**config.mk**
```make
export PLATFORM = sky130hd
export DESIGN_NAME = cic_interp
export DESIGN_NICKNAME = d
export VERILOG_FILES = /design/src/rtl/cic_interp_pkg.sv /design/src/rtl/cic_interp_integrator.sv /design/src/rtl/cic_interp.sv
export SDC_FILE = /design/constraint.sdc
export NUM_CORES = 1
export LEC_CHECK = 0
export BUFFER_PORTS_ARGS = -buffer_cell sky130_fd_sc_hd__clkbuf_2
export CELL_PAD_IN_SITES_DETAIL_PLACEMENT = 2
export CELL_PAD_IN_SITES_GLOBAL_PLACEMENT = 2
export CORE_MARGIN = 5
export CORE_UTILIZATION = 42
export DETAILED_ROUTE_END_ITERATION = 10
export HOLD_SLACK_MARGIN = 0.02
export PLACE_DENSITY = 0.86
export SYNTH_ARGS = -nofsm -noshare
export SYNTH_HDL_FRONTEND = slang
export SYNTH_SLANG_ARGS = --single-unit
export TNS_END_PERCENT = 1
```
**constraint.sdc**
```tcl
create_clock -name i_clk -period 6.64 [get_ports i_clk]
set_clock_uncertainty 0.1 [all_clocks]
set_input_delay 0.664 -clock i_clk [delete_from_list [all_inputs] [get_ports i_clk]]
set_output_delay 0.664 -clock i_clk [all_outputs]
set_load 0.01 [all_outputs]
```
**src/rtl/cic_interp_pkg.sv**
```systemverilog
// Shared CIC width arithmetic so decimator and interpolator datapaths agree on register sizes.
// Revision: 1.0
`default_nettype none

package cic_interp_pkg;

  localparam int DEF_I_WIDTH     = 8;
  localparam int DEF_ORDER       = 5;
  localparam int DEF_INTERP_BITS = 2;

  // Internal width: full growth of ORDER stages at ratio 2**rbits.
  function automatic int cic_width(input int iw, input int order, input int rbits);
    return iw + order * rbits;
  endfunction

  // Interpolator output width: DC gain is R**(ORDER-1), so one stage of growth is never seen.
  function automatic int cic_out_width(input int iw, input int order, input int rbits);
    return iw + (order - 1) * rbits;
  endfunction

endpackage

`default_nettype wire

```
**src/rtl/cic_interp_integrator.sv**
```systemverilog
// W-bit wrapping accumulator with clock enable and asynchronous active-low clear.
// Revision: 1.0
`default_nettype none

module cic_interp_integrator #(
  parameter int W = 18
) (
  input  logic                clk,
  input  logic                rst_n,
  input  logic                en,
  input  logic signed [W-1:0] din,
  output logic signed [W-1:0] acc
);

  // Modulo-2**W wrap is relied upon; the final output is exact after truncation.
  always_ff @(posedge clk or negedge rst_n) begin
    if (!rst_n) begin
      acc <= '0;
    end else if (en) begin
      acc <= acc + din;
    end
  end

endmodule

`default_nettype wire

```
**src/rtl/cic_interp.sv**
```systemverilog
// CIC interpolator: low-rate comb section, zero-stuffing upsampler by 2**INTERP_BITS, high-rate integrators.
// Revision: 1.0
`default_nettype none

module cic_interp
  import cic_interp_pkg::*;
#(
  parameter  int I_WIDTH     = DEF_I_WIDTH,
  parameter  int ORDER       = DEF_ORDER,
  parameter  int INTERP_BITS = DEF_INTERP_BITS,
  localparam int W           = cic_width(I_WIDTH, ORDER, INTERP_BITS),
  localparam int O_WIDTH     = cic_out_width(I_WIDTH, ORDER, INTERP_BITS)
) (
  input  logic                      i_clk,
  input  logic                      i_rst_n,
  input  logic                      i_en,
  input  logic signed [I_WIDTH-1:0] i_data,
  output logic                      o_req,
  output logic signed [O_WIDTH-1:0] o_data,
  output logic                      o_valid
);

  logic        [INTERP_BITS-1:0] phase;
  logic signed [W-1:0]           comb  [0:ORDER];
  logic signed [W-1:0]           integ [0:ORDER];
  logic signed [W-1:0]           up;
  logic                          unused_msbs;

  always_ff @(posedge i_clk or negedge i_rst_n) begin
    if (!i_rst_n) begin
      phase <= '0;
    end else if (i_en) begin
      phase <= phase + 1'b1;
    end
  end

  assign o_req   = i_en && (phase == '0);
  assign comb[0] = {{(W-I_WIDTH){i_data[I_WIDTH-1]}}, i_data};

  // Comb delays advance only at the low rate, i.e. when a sample is accepted.
  for (genvar k = 1; k <= ORDER; k++) begin : g_comb
    logic signed [W-1:0] dly;

    always_ff @(posedge i_clk or negedge i_rst_n) begin
      if (!i_rst_n) begin
        dly <= '0;
      end else if (o_req) begin
        dly <= comb[k-1];
      end
    end

    assign comb[k] = comb[k-1] - dly;
  end

  always_ff @(posedge i_clk or negedge i_rst_n) begin
    if (!i_rst_n) begin
      up <= '0;
    end else if (i_en) begin
      up <= o_req ? comb[ORDER] : '0;
    end
  end

  assign integ[0] = up;

  for (genvar k = 1; k <= ORDER; k++) begin : g_integ
    cic_interp_integrator #(
      .W (W)
    ) u_integ (
      .clk   (i_clk),
      .rst_n (i_rst_n),
      .en    (i_en),
      .din   (integ[k-1]),
      .acc   (integ[k])
    );
  end

  always_ff @(posedge i_clk or negedge i_rst_n) begin
    if (!i_rst_n) begin
      o_data  <= '0;
      o_valid <= 1'b0;
    end else begin
      o_valid <= i_en;
      if (i_en) begin
        o_data <= integ[ORDER][O_WIDTH-1:0];
      end
    end
  end

  // Top bits carry only wrap residue; the true result always fits O_WIDTH.
  assign unused_msbs = ^integ[ORDER][W-1:O_WIDTH];

endmodule

`default_nettype wire

```
# Word level (Yosys, flattened, before mapping)
# Index checks and enable logic that the tools add are counted.
# classes
n_addsub	11
n_mux	1
n_reduce_logical	2
# op_table
operator	count
$add 18x18->18	5
$sub 18x18->18	3
$mux 18	1
$sub 9x9->10	1
$sub 8x8->9	1
$add 2x1->2 const B	1
$logic_not 2->1	1
$logic_and 1x1->1	1
# word_totals
ff_bits	198
inputBits	11
output_inout_bits	18
word_cells	28

# Logic depth before layout (Yosys ltp)
# depth
ltp_word	6
ltp_mapped	35
ltp_nobuf	35

# Modules after synthesis
# From an unflattened synthesis, not the netlist that was laid out.
# hier_totals
hier_cells	1562
area_unflattened_um2	14435.1
# modules_own_cells
module	instances	cells_each	area_each_um2	seq_area_each_um2
cic_interp	1	688	6393.6	2502.4
cic_interp_integrator at g_integ[2].u_integ ...	4	173	1596.5	450.4
cic_interp_integrator at g_integ[1].u_integ	1	182	1655.3	450.4

# Least setup slack after synthesis
# Ideal clock, no wire load.
# synth_path
path_kind	input-to-reg
from	input port i_data[0]
to	register up[15]
arrival_time_ns	6.299
setup_slack_ns	0.120
stages	33
cell_sequence	inv_1 ha_1 inv_1 fa_1 nand2_1 nand2_1 a21oi_1 xnor2_1 ha_1 a21boi_1 o21ai_1 nand2b_1 a21o_1 a21oi_1 xnor2_1 ha_1 a21boi_2 nor2_1 xnor2_1 ha_1 and4_1 or3_1 o21a_1 nor2_1 xnor2_1 ha_1 and3_1 a21oi_1 o21ai_1 o41ai_1 xor2_1 xnor3_1 a22o_1
# synth_lines
element	line_no	source
from (decl)	cic_interp.sv:17	input logic signed [I_WIDTH-1:0] i_data,
to (signal assigned)	cic_interp.sv:59	up <= o_req ? comb[ORDER] : '0;
to (decl)	cic_interp.sv:26	logic signed [W-1:0] up;

==> metrics <==
outcome=complete, but fails checks; failing checks=negative setup slack; synth warn=0; CTS H-tree depth=4; sequential area share after synthesis=36.2%; Die ar.=32100 µm²; maxcap violations=0; final net count=1490; clk sinks=174; Reg clk slew, reported paths=70 ps; Post-synth EDFFs=0; antenna violations before repair=0; ys flop type=dfrtp_1; Min Clock Period, post-route=6970 ps; Worst-Margin Slew=1030 ps; Die Span Y=179 µm; diodes inserted=0; Fin Setup TNS=-463 ps; xor/xnor share of the synthesized area=7.32%; initial cell density of the core=42.2%; First DRT Iteration DRCs=342; WL/cell=20.5 µm; die width=179 µm; critical path arrival=7220 ps; Synthesized Nets=1406; commonest non-fill, non-tap cell in the layout=dfrtp_1; simple logic cell fraction of the synthesized area=11.5%; # setup viols final=2; Max-slew headroom=31.6%; r2r startpoint=g_comb[1].dly[0]$_DFFE_PN0P_; CTS root buffer=clkbuf_16; Post-Route WL=35600 µm; post-synthesis cell count=1252; fmax=0.143 GHz; most frequent cells in the layout=dfrtp_1 (174), ha_1 (129), inv_1 (107), nand2_1 (92), nor2_1 (74); Pre-Repair DR Iteration Count=4; Clock Tree Buf Depth=2; Via density=5.66; synth-to-layout area growth=15.5%; GRT Total Usage=21.5%; CP peak stage delay=590 ps; Hold Buf Count CTS=0; port bufs=28; largest net degree at the start of global routing=102; DRT antenna net count=0; clk_lat worst skew=470 ps; Final Cycle Share=105%; Critical Path RT=6890 ps; reg2reg end=up[15]$_DFFE_PN0P_; layout cell share with drive strength beyond 1=19.1%; largest family of logic cells by synthesized area=compound AO/OA/AOI/OAI gates; synth unique cells=69; Routability Congestion=0.771; IO Pins=29; via count=9802; worst hold-check path type=input pin to async pin; # DRC=0; number of global-route vias before repair=11.3k; Slowest-stage cell, CP=fa_2; worst reg-to-reg path cell count=33; Adder-Cell Fraction of Synth Area=15.5%; area fraction in compound gates after synthesis=17.6%; CP Launch Type=flip-flop; #FFs+latches synth=174; Max Slew Vio Count=0; post-synthesis cell area=12000 µm²; RSZ-0062 raised after global routing=yes; multiplexer share of the synthesized area=7.42%; final hold vios=0; Num CTS Buffers=17; Core Rows=62; first-pass GRT wire length=55500 µm; Post-DP HPWL=23000 µm; synthesized area per cell=9.60 µm²; setup slack after layout=-331 ps; CP Capture Type=flip-flop; CTS tree=built; Core Footprint=28500 µm²; final core occ=48.8%; Worst Setup Path Type=flip-flop to flip-flop; r2r setup slk=-330 ps; CP Max Fanout=4; Post-synth ARST share=100%; grt ovf=0
-- metrics by stage --
stage,instances,cell area (µm²),hold WS (ps),setup slack [ps]
3_3_place_gp,1693,13000,356,-286
6_report,1732,13900,207,-331
5_1_grt,1732,13900,262,-640
4_1_cts,1725,13600,240,-43.5
2_1_floorplan,1252,12000,268,120
3_5_place_dp,1693,13000,364,-518
-- flip-flops by register name, summed over array words and instances, names as in the netlist --
register             cells
g_comb.dly              59
g_integ.u_integ.acc     80
o_data                  16
o_valid                  1
phase                    2
up                      16
-- what timing repair did --
| action | 4_1_cts | 5_1_grt |
|---|---|---|
| setup endpoints to repair | 2 | 4 |
| buffers inserted | 1 | 7 |
| pin swaps | 4 | 34 |
| gates resized for setup | 9 | 43 |
-- per-layer routing --
layer  up-vias  share of wire [%]  global-route usage (%)
met5         -                  0                       0
met4         0                2.7                    6.47
met3        72                2.0                    4.01
met2       118                 58                    43.9
met1      5027                 38                    21.8
li1       4585                  -                       -
-- critical path: cells and delay by family, from the launching register on --
| kind | cells | cell delay, ps |
|---|---|---|
| AO/OA/AOI/OAI | 12 | 1970 |
| XOR/XNOR | 3 | 550 |
| adder cells (fa/ha/maj) | 6 | 2080 |
| buffers and inverters | 2 | 200 |
| flip-flops | 1 | 350 |
| AND/OR/NAND/NOR | 10 | 1580 |
-- worst max path at each step --
| stage | startpoint | endpoint | slack (ps) | cells past startpoint |
|---|---|---|---|---|
| 3_3_place_gp | i_data[0] | up[15]$_DFFE_PN0P_ | -290 | 34 |
| 2_1_floorplan | i_data[0] | up[15]$_DFFE_PN0P_ | 120 | 33 |
| 5_1_grt | g_comb[1].dly[1]$_DFFE_PN0P_ | up[15]$_DFFE_PN0P_ | -640 | 31 |
| 4_1_cts | g_comb[1].dly[0]$_DFFE_PN0P_ | up[15]$_DFFE_PN0P_ | -40 | 31 |
| 3_5_place_dp | i_data[0] | up[15]$_DFFE_PN0P_ | -520 | 33 |
| 6_report | g_comb[1].dly[0]$_DFFE_PN0P_ | up[15]$_DFFE_PN0P_ | -330 | 33 |
-- cell usage after synthesis (15+ instances only) --
cell	n	share of area [%]
dfrtp_1	174	36
ha_1	133	14
inv_1	109	3.4
nand2_1	94	2.9
nor2_1	77	2.4
mux2_2	72	6.7
a21oi_1	71	3.0
xnor2_1	71	5.2
o21ai_0	63	2.6
o21ai_1	31	1.3
a21o_1	28	1.7
nor3_1	26	1.1
xor2_1	25	1.8
clkbuf_1	22	0.69
nor2b_1	21	1.1
o21a_1	19	1.2
nand3_1	15	0.62
-- area by class of cell --
class | instances | area, µm²
Multi-Input combinational cell | 939 | 7370
Sequential cell | 174 | 4350
Tap cell | 384 | 480
Fill cell | 2973 | 14600
Timing Repair Buffer | 94 | 647
Inverter | 110 | 413
Clock buffer | 21 | 460
Clock inverter | 10 | 160
-- cells by family after synthesis --
family,after synthesis
AO/OA/AOI/OAI,323
XOR/XNOR,98
adder cells (fa/ha/maj),143
buffers and inverters,139
flip-flops,174
multiplexers,80
AND/OR/NAND/NOR,295
Power is not shown: default switching activity piles up to over one toggle a cycle in this logic, so the estimate is an artifact.
